===== src/rtl/poly_mod_sub_pkg.sv =====
// Shared types and constants for ML-KEM polynomial arithmetic (Q = 3329, 12-bit coefficients).
// Optional range checking in poly_mod_sub is enabled by defining POLY_MOD_SUB_RANGE_CHK_EN.
package poly_arith_pkg;

  localparam int Q            = 3329;
  localparam int COEFF_W      = 12;
  localparam int N_COEFFS_DEF = 256;

  typedef logic [COEFF_W-1:0]              coeff_t;
  typedef logic [$clog2(N_COEFFS_DEF)-1:0] coeff_idx_t;

  localparam coeff_t Q_C = coeff_t'(Q);

  function automatic logic coeff_in_range(input coeff_t c);
    return c < Q_C;
  endfunction

endpackage


===== src/rtl/poly_mod_sub_if.sv =====
// Handshake bundle for poly_mod_sub: input pair stream in, reduced result stream out.
// err_o exists only when POLY_MOD_SUB_RANGE_CHK_EN is defined.
interface poly_mod_sub_if
  import poly_arith_pkg::*;
#(
  parameter int N_COEFFS = N_COEFFS_DEF
) ();

  localparam int IDX_W = $clog2(N_COEFFS);

  logic             in_valid_i;
  logic             in_ready_o;
  coeff_t           op1_i;
  coeff_t           op2_i;
  logic             out_valid_o;
  logic             out_ready_i;
  coeff_t           result_o;
  logic [IDX_W-1:0] idx_o;
  logic             last_o;
`ifdef POLY_MOD_SUB_RANGE_CHK_EN
  logic             err_o;
`endif

  modport master (
    output in_valid_i, op1_i, op2_i, out_ready_i,
    input  in_ready_o, out_valid_o, result_o, idx_o, last_o
`ifdef POLY_MOD_SUB_RANGE_CHK_EN
    , err_o
`endif
  );

  modport slave (
    input  in_valid_i, op1_i, op2_i, out_ready_i,
    output in_ready_o, out_valid_o, result_o, idx_o, last_o
`ifdef POLY_MOD_SUB_RANGE_CHK_EN
    , err_o
`endif
  );

endinterface


===== src/rtl/poly_mod_sub_mod_sub.sv =====
// Combinational (a - b) mod Q for a, b in [0, Q-1]; a borrow out of the 13-bit
// difference means the result wrapped negative and needs Q added back.
module mod_sub
  import poly_arith_pkg::*;
(
  input  coeff_t op1_i,
  input  coeff_t op2_i,
  output coeff_t result_o
);

  logic [COEFF_W:0] w_diff;
  coeff_t           w_corr;

  assign w_diff   = {1'b0, op1_i} - {1'b0, op2_i};
  // Modulo-4096 addition of Q recovers d + Q since that sum always fits in 12 bits.
  assign w_corr   = w_diff[COEFF_W] ? Q_C : '0;
  assign result_o = w_diff[COEFF_W-1:0] + w_corr;

endmodule


===== src/rtl/poly_mod_sub.sv =====
// Streaming modular subtractor: one registered (a - b) mod Q beat per accepted pair, 1-cycle latency.
// Single output register with pass-through ready; optional sticky err_o under POLY_MOD_SUB_RANGE_CHK_EN.
module poly_mod_sub
  import poly_arith_pkg::*;
#(
  parameter int N_COEFFS = N_COEFFS_DEF
) (
  input logic           clk,
  input logic           rst,
  poly_mod_sub_if.slave bus
);

  localparam int IDX_W = $clog2(N_COEFFS);

  logic             w_accept;
  coeff_t           w_result;
  logic             r_out_valid;
  coeff_t           r_result;
  logic [IDX_W-1:0] r_idx;
  logic             r_last;
  logic [IDX_W-1:0] r_cnt;

  mod_sub u_mod_sub (
    .op1_i    (bus.op1_i),
    .op2_i    (bus.op2_i),
    .result_o (w_result)
  );

  assign bus.in_ready_o = !r_out_valid || bus.out_ready_i;
  assign w_accept       = bus.in_valid_i && bus.in_ready_o;

  // Counter wraps naturally because N_COEFFS is a power of two.
  always_ff @(posedge clk) begin
    if (rst) begin
      r_out_valid <= 1'b0;
      r_result    <= '0;
      r_idx       <= '0;
      r_last      <= 1'b0;
      r_cnt       <= '0;
    end else if (w_accept) begin
      r_out_valid <= 1'b1;
      r_result    <= w_result;
      r_idx       <= r_cnt;
      r_last      <= (r_cnt == IDX_W'(N_COEFFS - 1));
      r_cnt       <= r_cnt + IDX_W'(1);
    end else if (r_out_valid && bus.out_ready_i) begin
      r_out_valid <= 1'b0;
    end
  end

  assign bus.out_valid_o = r_out_valid;
  assign bus.result_o    = r_result;
  assign bus.idx_o       = r_idx;
  assign bus.last_o      = r_last;

`ifdef POLY_MOD_SUB_RANGE_CHK_EN
  logic r_err;

  always_ff @(posedge clk) begin
    if (rst) begin
      r_err <= 1'b0;
    end else if (w_accept && !(coeff_in_range(bus.op1_i) && coeff_in_range(bus.op2_i))) begin
      r_err <= 1'b1;
    end
  end

  assign bus.err_o = r_err;
`endif

endmodule


===== src/flat_wrapper.sv =====
// flat-port wrapper written by rule: the top's interface ports become plain ports
module poly_mod_sub_flat import poly_arith_pkg::*;
#(
  parameter int N_COEFFS = N_COEFFS_DEF
)
  (clk, rst, bus_in_valid_i, bus_op1_i, bus_op2_i, bus_out_ready_i, bus_in_ready_o, bus_out_valid_o, bus_result_o, bus_idx_o, bus_last_o);
  poly_mod_sub_if #(.N_COEFFS(N_COEFFS)) bus_i ();
  input logic clk;
  input logic rst;
  input wire logic [$bits(bus_i.in_valid_i)-1:0] bus_in_valid_i;
  input wire logic [$bits(bus_i.op1_i)-1:0] bus_op1_i;
  input wire logic [$bits(bus_i.op2_i)-1:0] bus_op2_i;
  input wire logic [$bits(bus_i.out_ready_i)-1:0] bus_out_ready_i;
  output wire logic [$bits(bus_i.in_ready_o)-1:0] bus_in_ready_o;
  output wire logic [$bits(bus_i.out_valid_o)-1:0] bus_out_valid_o;
  output wire logic [$bits(bus_i.result_o)-1:0] bus_result_o;
  output wire logic [$bits(bus_i.idx_o)-1:0] bus_idx_o;
  output wire logic [$bits(bus_i.last_o)-1:0] bus_last_o;
  assign bus_i.in_valid_i = bus_in_valid_i;
  assign bus_i.op1_i = bus_op1_i;
  assign bus_i.op2_i = bus_op2_i;
  assign bus_i.out_ready_i = bus_out_ready_i;
  assign bus_in_ready_o = bus_i.in_ready_o;
  assign bus_out_valid_o = bus_i.out_valid_o;
  assign bus_result_o = bus_i.result_o;
  assign bus_idx_o = bus_i.idx_o;
  assign bus_last_o = bus_i.last_o;
  poly_mod_sub #(.N_COEFFS(N_COEFFS)) u_core (.clk(clk), .rst(rst), .bus(bus_i));
endmodule

===== config.mk =====
export PLATFORM = sky130hd
export DESIGN_NAME = poly_mod_sub_flat
export DESIGN_NICKNAME = d
export VERILOG_FILES = /design/src/rtl/poly_mod_sub_pkg.sv /design/src/rtl/poly_mod_sub_if.sv /design/src/rtl/poly_mod_sub_mod_sub.sv /design/src/rtl/poly_mod_sub.sv /design/src/flat_wrapper.sv
export SDC_FILE = /design/constraint.sdc
export NUM_CORES = 1
export LEC_CHECK = 0
export BUFFER_PORTS_ARGS = -buffer_cell sky130_fd_sc_hd__buf_2
export CAP_MARGIN = 5
export CORE_ASPECT_RATIO = 0.75
export CORE_MARGIN = 1.5
export CORE_UTILIZATION = 30
export CTS_BUF_LIST = sky130_fd_sc_hd__clkbuf_16
export CTS_CLUSTER_DIAMETER = 150
export CTS_CLUSTER_SIZE = 25
export DETAILED_ROUTE_END_ITERATION = 7
export GPL_TIMING_DRIVEN = 1
export PLACE_DENSITY = 0.58
export SLEW_MARGIN = 10
export SYNTH_ARGS = -nofsm -noshare
export SYNTH_HDL_FRONTEND = slang
export SYNTH_SLANG_ARGS = --single-unit

===== constraint.sdc =====
create_clock -name clk -period 5.8 [get_ports clk]
set_clock_uncertainty 0.2 [all_clocks]
set_input_delay 1.16 -clock clk [delete_from_list [all_inputs] [get_ports clk]]
set_output_delay 1.16 -clock clk [all_outputs]
set_load 0.005 [all_outputs]

=== After elaboration in Yosys (flattened, before gate mapping) ===
Index checks and enable logic that the tools add are counted.

* Flip-flop bits (word level): 30
* Bits of input ports: 28
* Output and inout bits: 23

* Add/sub/neg operators: 3
* Eq/ne operators: 1
* Mux-type cells: 3
* Reduce and logical (&&, ||, !) cells: 5

{| class="wikitable"
|+ Operators by type and width
! cell !! number
|-
| 12-bit by 12-bit subtractor with 13-bit output || 1
|-
| 12-bit adder || 1
|-
| 12-bit two-way mux || 1
|-
| 8-bit by 1-bit adder with 8-bit output, second input constant || 1
|-
| 8-bit equality test, second input constant || 1
|-
| 1-bit logical AND || 2
|-
| 1-bit two-way mux || 2
|-
| 2-bit nonzero test || 1
|-
| 1-bit logical NOT || 1
|-
| 1-bit logical OR || 1
|}

=== Logic depth before layout (Yosys ltp) ===
* Word-level depth: 4
* Gate-level depth with buffers: 15
* Mapped depth without buffers: 15

=== Modules after synthesis ===
From an unflattened synthesis, not the netlist that was laid out.

* Cell total of the unflattened synthesis: 274
* Area total of the unflattened synthesis: 2183.3 um2

{| class="wikitable"
|+ By module, submodules not included
! module !! instances !! cells an instance !! area an instance (um2) !! seq. area each (um2)
|-
| poly_mod_sub || 1 || 147 || 1242.4 || 600.6
|-
| mod_sub || 1 || 127 || 940.9 || 0.0
|}

=== Least setup slack after synthesis ===
OpenSTA, ideal clock, no wires.

* Path type: input to register
* Start point: in bus_op1_i[0]
* End point: reg u_core.r_result[11], in the netlist u_core.bus.result_o[11]
* Setup time: 0.126 ns
* Data arrival time: 3.766 ns
* Required time: 5.474 ns
* Setup slack: 1.708 ns
* Stages on the path: 15
* Path buffers: 0
* Cell sequence: inv_1 ha_1 fa_1 and2b_1 o2111ai_2 nand3_1 and2_1 a31oi_1 ha_1 and3_1 and3_1 a41o_1 a31o_2 o211ai_1 nand3_1

* Word-level cells in the longest chain between the ends: 3

{| class="wikitable"
|+ Ends and longest elaborated chain
! item !! line !! source
|-
| from (decl) || flat_wrapper.sv:11 || <nowiki>input wire logic [$bits(bus_i.op1_i)-1:0] bus_op1_i;</nowiki>
|-
| 12-bit by 12-bit subtractor with 13-bit output * || poly_mod_sub_mod_sub.sv:14 || <nowiki>assign w_diff = {1'b0, op1_i} - {1'b0, op2_i};</nowiki>
|-
| 12-bit two-way mux || poly_mod_sub_mod_sub.sv:16 || <nowiki>assign w_corr = w_diff[COEFF_W] ? Q_C : '0;</nowiki>
|-
| 12-bit adder * || poly_mod_sub_mod_sub.sv:17 || <nowiki>assign result_o = w_diff[COEFF_W-1:0] + w_corr;</nowiki>
|-
| to (signal assigned) || poly_mod_sub.sv:42 || <nowiki>r_result <= w_result;</nowiki>
|-
| to (decl) || poly_mod_sub.sv:18 || <nowiki>coeff_t r_result;</nowiki>
|}

Mark *: on every way between the ends. The rest lies on a longest branch, timed or not.
A chain may end at the register's enable or synchronous reset.

=== Final worst setup path ===
* Start point: in bus_op1_i[0]
* End point: reg u_core.r_result[10], in the netlist u_core.bus.result_o[10]

The elaborated chain is that of the path after synthesis.

==> out/results.md <==
| Parameter | Reported | Unit |
|---|---|---|
| Result of the run | completed | - |
| Post-CTS Hold Fix Bufs | 0 | - |
| Final period utilization | 0.7231 | - |
| Warnings, synthesis | 0 | - |
| Cell depth of the worst flop-to-flop path | 5 | - |
| Mapped Nets | 295 | - |
| Commonest cells after routing, fill and taps aside | sky130_fd_sc_hd__buf_2 (50), sky130_fd_sc_hd__nand2_1 (34), sky130_fd_sc_hd__dfxtp_1 (30) | - |
| Number of violations of the max-capacitance limit | 0 | - |
| Launch point of the worst hold path | u_core.bus.idx_o[5] | - |
| Share of layout cells above drive strength 1 | 0.2100 | - |
| Clock buffers created by TritonCTS | 5 | - |
| DR vias | 1798 | - |
| Worst Hold Path Cells | 2 | - |
| LEAKAGE | 1.167 | nW |
| Critical path required time | 5.78 | ns |
| Wire length of the first global-routing pass | 7286 | um |
| Overall track demand over capacity in global routing | 0.1241 | - |
| Sum of routed wire length over all layers | 4249 | um |
| Die Width | 96.68 | um |
| Post-Route Setup TNS | 0 | ns |
| Overall power consumption | 0.0007384 | W |
| Count of standard-cell rows | 25 | - |
| Endpoint of the worst-slack reg-to-reg timing path | u_core.r_cnt[7] | - |
| Final Max Slew Viols | 0 | - |
| Clock tree from TritonCTS | built | - |
| Share of the core filled with cells | 0.3939 | - |
| Final number of setup-violating endpoints | 0 | - |
| Dpl hpwl | 3287 | um |
| Average vias per placed instance | 4.719 | - |
| Number of violations reported at the end of detailed-routing iteration 0 | 49 | - |
| Largest fanout of any net on the critical path | 4 | - |
| Crit path capture type | register | - |
| Count of instances resized after the clock tree is built | 0 | - |
| Synthesized instance count | 249 | - |
| Worst flop-to-flop path startpoint | u_core.bus.out_valid_o | - |
| Global-route congestion overflow total | 0 | - |
| DRC | 0 | - |
| Die Ht | 73.26 | um |
| Endpoint with the worst hold slack | u_core.bus.idx_o[5] | - |
| Kind of start point of the critical path | input port | - |
| Clock sink total | 30 | - |
| RePlAce Congestion | 0.8102 | - |
| Unique masters post-synth | 41 | - |
| Worst reg-to-reg setup slack | 3.33 | ns |
| Time the worst path needs with I/O delays and setup | 4.194 | ns |
| Setup repair after global routing missed its margin | no | - |
| First-pass detailed-route iteration total | 4 | - |
| Synthesis-to-finish area growth | 26.05 | % |
| Via count of the first global-routing pass | 1664 | - |
| Antenna violations before repair | 0 | - |
| Mean routed wirelength per cell | 11.15 | um |
| Number of port buffers | 50 | - |
| Placeable core area | 0.006319 | mm2 |
| Sequential fraction of the synthesis area | 0.3042 | - |
| Setup fix buffers added after clock tree synthesis | 0 | - |
| Avg Inst Size Synth | 7.929 | um2 |
| Register bit total from synthesis | 30 | - |
| Net count reported at finish | 345 | - |
| Layout filler cell count | 659 | - |
| Die Area | 0.007082 | mm2 |
| Number of nets still failing antenna checks after routing | 0 | - |
| Post-synthesis cell area | 0.001974 | mm2 |
| Diode count | 0 | - |
| Transition time at the pin with the least slew margin | 1.034 | ns |
| Effective utilization at floorplan | 0.3125 | - |
| Arrival @ worst endpoint | 4.18 | ns |
| Clock root buffer master | sky130_fd_sc_hd__clkbuf_16 | - |
| CTS H-Tree Depth | 2 | - |
| Pin count of the biggest net entering global routing | 32 | - |
| Register clock-pin slew on the reported worst setup and hold paths | 0.05 | ns |
| Power per Cell Area | 296.7 | mW/mm2 |
| Commonest non-fill, non-tap cell in the layout | sky130_fd_sc_hd__buf_2 | - |
| Category of the most critical setup path | input port to register | - |
| Clock tree buffer depth | 2 | - |
| IO Count | 51 | - |
| Fmax | 0.2384 | GHz |
| Total count of hold-check failures in the final report | 0 | - |
| Clock latency at the later pin of the worst-skew pair | 0.28 | ns |
| HP Class | register to register | - |
| Max-slew headroom | 0.3109 | - |
| Worst vdd ir | 92.71 | uV |
[metal layers]
layer	wire length, um	up-vias	GRT usage
met2	1735	37	0.1950
met5	0	-	0
li1	-	963	-
met1	2222	793	0.1642
met3	253	5	0.03901
met4	38	0	0.03865
[metrics by stage]
stage          instances  setup WS [ns]  instance area [um2]  hold WS (ns)
6_report             381          1.606                 2489        0.2484
5_1_grt              381          1.361                 2489        0.2683
4_1_cts              381          1.585                 2489        0.2505
3_5_place_dp         373          1.292                 2300        0.2431
3_3_place_gp         373          1.438                 2300        0.2399
2_1_floorplan        249          1.708                 1974        0.2482
[Yosys cell counts]
| library cell | n | area [um2] |
|---|---|---|
| sky130_fd_sc_hd__nand2_1 | 34 | 127.6 |
| sky130_fd_sc_hd__dfxtp_1 | 30 | 600.6 |
| sky130_fd_sc_hd__a21oi_1 | 25 | 125.1 |
| sky130_fd_sc_hd__nor2_1 | 25 | 93.84 |
| sky130_fd_sc_hd__inv_1 | 21 | 78.83 |
| sky130_fd_sc_hd__ha_1 | 17 | 212.7 |
| sky130_fd_sc_hd__xor2_1 | 13 | 113.9 |
| sky130_fd_sc_hd__xnor2_1 | 9 | 78.83 |
| sky130_fd_sc_hd__a211oi_1 | 7 | 52.55 |
| sky130_fd_sc_hd__clkbuf_1 | 7 | 26.28 |
| sky130_fd_sc_hd__o21ai_0 | 6 | 30.03 |
| sky130_fd_sc_hd__a21o_1 | 5 | 37.54 |
| sky130_fd_sc_hd__a31oi_1 | 5 | 31.28 |
| sky130_fd_sc_hd__nand3_1 | 5 | 25.02 |
| sky130_fd_sc_hd__and3_1 | 4 | 25.02 |
| sky130_fd_sc_hd__or3_1 | 4 | 25.02 |
| sky130_fd_sc_hd__nand4_1 | 3 | 18.77 |
| sky130_fd_sc_hd__nor3_1 | 3 | 15.01 |
| sky130_fd_sc_hd__and2_1 | 2 | 12.51 |
| sky130_fd_sc_hd__nand2b_1 | 2 | 12.51 |
| sky130_fd_sc_hd__o211a_1 | 2 | 20.02 |
| sky130_fd_sc_hd__a2111oi_4 | 1 | 27.53 |
| sky130_fd_sc_hd__a22oi_1 | 1 | 7.510 |
| sky130_fd_sc_hd__a311oi_1 | 1 | 8.760 |
| sky130_fd_sc_hd__a31o_2 | 1 | 8.760 |
| sky130_fd_sc_hd__a41o_1 | 1 | 10.01 |
| sky130_fd_sc_hd__a41oi_1 | 1 | 8.760 |
| sky130_fd_sc_hd__and2b_1 | 1 | 7.510 |
| sky130_fd_sc_hd__and4_1 | 1 | 8.760 |
| sky130_fd_sc_hd__and4_4 | 1 | 11.26 |
| sky130_fd_sc_hd__fa_1 | 1 | 20.02 |
| sky130_fd_sc_hd__nand3b_1 | 1 | 7.510 |
| sky130_fd_sc_hd__nand4bb_1 | 1 | 11.26 |
| sky130_fd_sc_hd__nor4_1 | 1 | 6.260 |
| sky130_fd_sc_hd__o2111ai_2 | 1 | 15.01 |
| sky130_fd_sc_hd__o211ai_1 | 1 | 7.510 |
| sky130_fd_sc_hd__o21a_1 | 1 | 7.510 |
| sky130_fd_sc_hd__o22a_1 | 1 | 8.760 |
| sky130_fd_sc_hd__o22ai_1 | 1 | 6.260 |
| sky130_fd_sc_hd__or2_2 | 1 | 6.260 |
| sky130_fd_sc_hd__xnor2_2 | 1 | 16.27 |
[cells by family (layout without fill, tap and decap cells)]
logic type / Yosys count / after routing / synth area share
flops: 30 / 30 / 0.3042
compound gates: 61 / 61 / 0.2091
fa+ha+maj: 18 / 18 / 0.1179
xor+xnor: 23 / 23 / 0.1058
simple gates: 89 / 89 / 0.2098
buf+inv: 28 / 79 / 0.05324
[flip-flops by register name (all words and copies together), names as in the netlist]
signal,flops
u_core.bus.last_o,1
u_core.bus.out_valid_o,1
u_core.r_cnt,8
u_core.bus.idx_o,8
u_core.bus.result_o,12
[worst max-delay path by stage]
stage,cells past startpoint,to,startpoint
final,15,u_core.bus.result_o[10],bus_op1_i[0]
after global routing,15,u_core.bus.result_o[10],bus_op1_i[0]
after CTS,15,u_core.bus.result_o[10],bus_op1_i[0]
after detailed placement,15,u_core.bus.result_o[10],bus_op1_i[0]
after global placement,15,u_core.bus.result_o[10],bus_op1_i[0]
after floorplan,15,u_core.bus.result_o[11],bus_op1_i[0]
[final cells by class]
| type | instances | area [um2] | area share |
|---|---|---|---|
| inverter | 21 | 78.83 | 0.03167 |
| tap | 81 | 101.3 | 0.04072 |
| sequential | 30 | 600.6 | 0.2413 |
| clock buffer | 5 | 125.1 | 0.05028 |
| multi-input combinational | 191 | 1269 | 0.5098 |
| timing repair buffer | 50 | 250.2 | 0.1006 |
| clock inverter | 3 | 63.81 | 0.02564 |
[critical path, cell delays in order]
cell,delay [ns]
sky130_fd_sc_hd__buf_2,0.09
sky130_fd_sc_hd__inv_1,0.05
sky130_fd_sc_hd__ha_1,0.17
sky130_fd_sc_hd__fa_1,0.20
sky130_fd_sc_hd__and2b_1,0.21
sky130_fd_sc_hd__o2111ai_2,0.21
sky130_fd_sc_hd__nand3_1,0.12
sky130_fd_sc_hd__and2_1,0.20
sky130_fd_sc_hd__a31oi_1,0.36
sky130_fd_sc_hd__ha_1,0.24
sky130_fd_sc_hd__ha_1,0.21
sky130_fd_sc_hd__and4_1,0.26
sky130_fd_sc_hd__a41oi_1,0.14
sky130_fd_sc_hd__or3_1,0.32
sky130_fd_sc_hd__a311oi_1,0.25
[power breakdown]
part	switching (W)	total, W	internal, W	leakage (nW)
sequential	0.00000794	0.000228	0.000220	0.245
combinational	0.0000982	0.000179	0.0000809	0.830
clock	0.0000876	0.000332	0.000244	0.0915
total	0.000194	0.000738	0.000545	1.17
No activity file was read; power rests on OpenSTA's default activity.
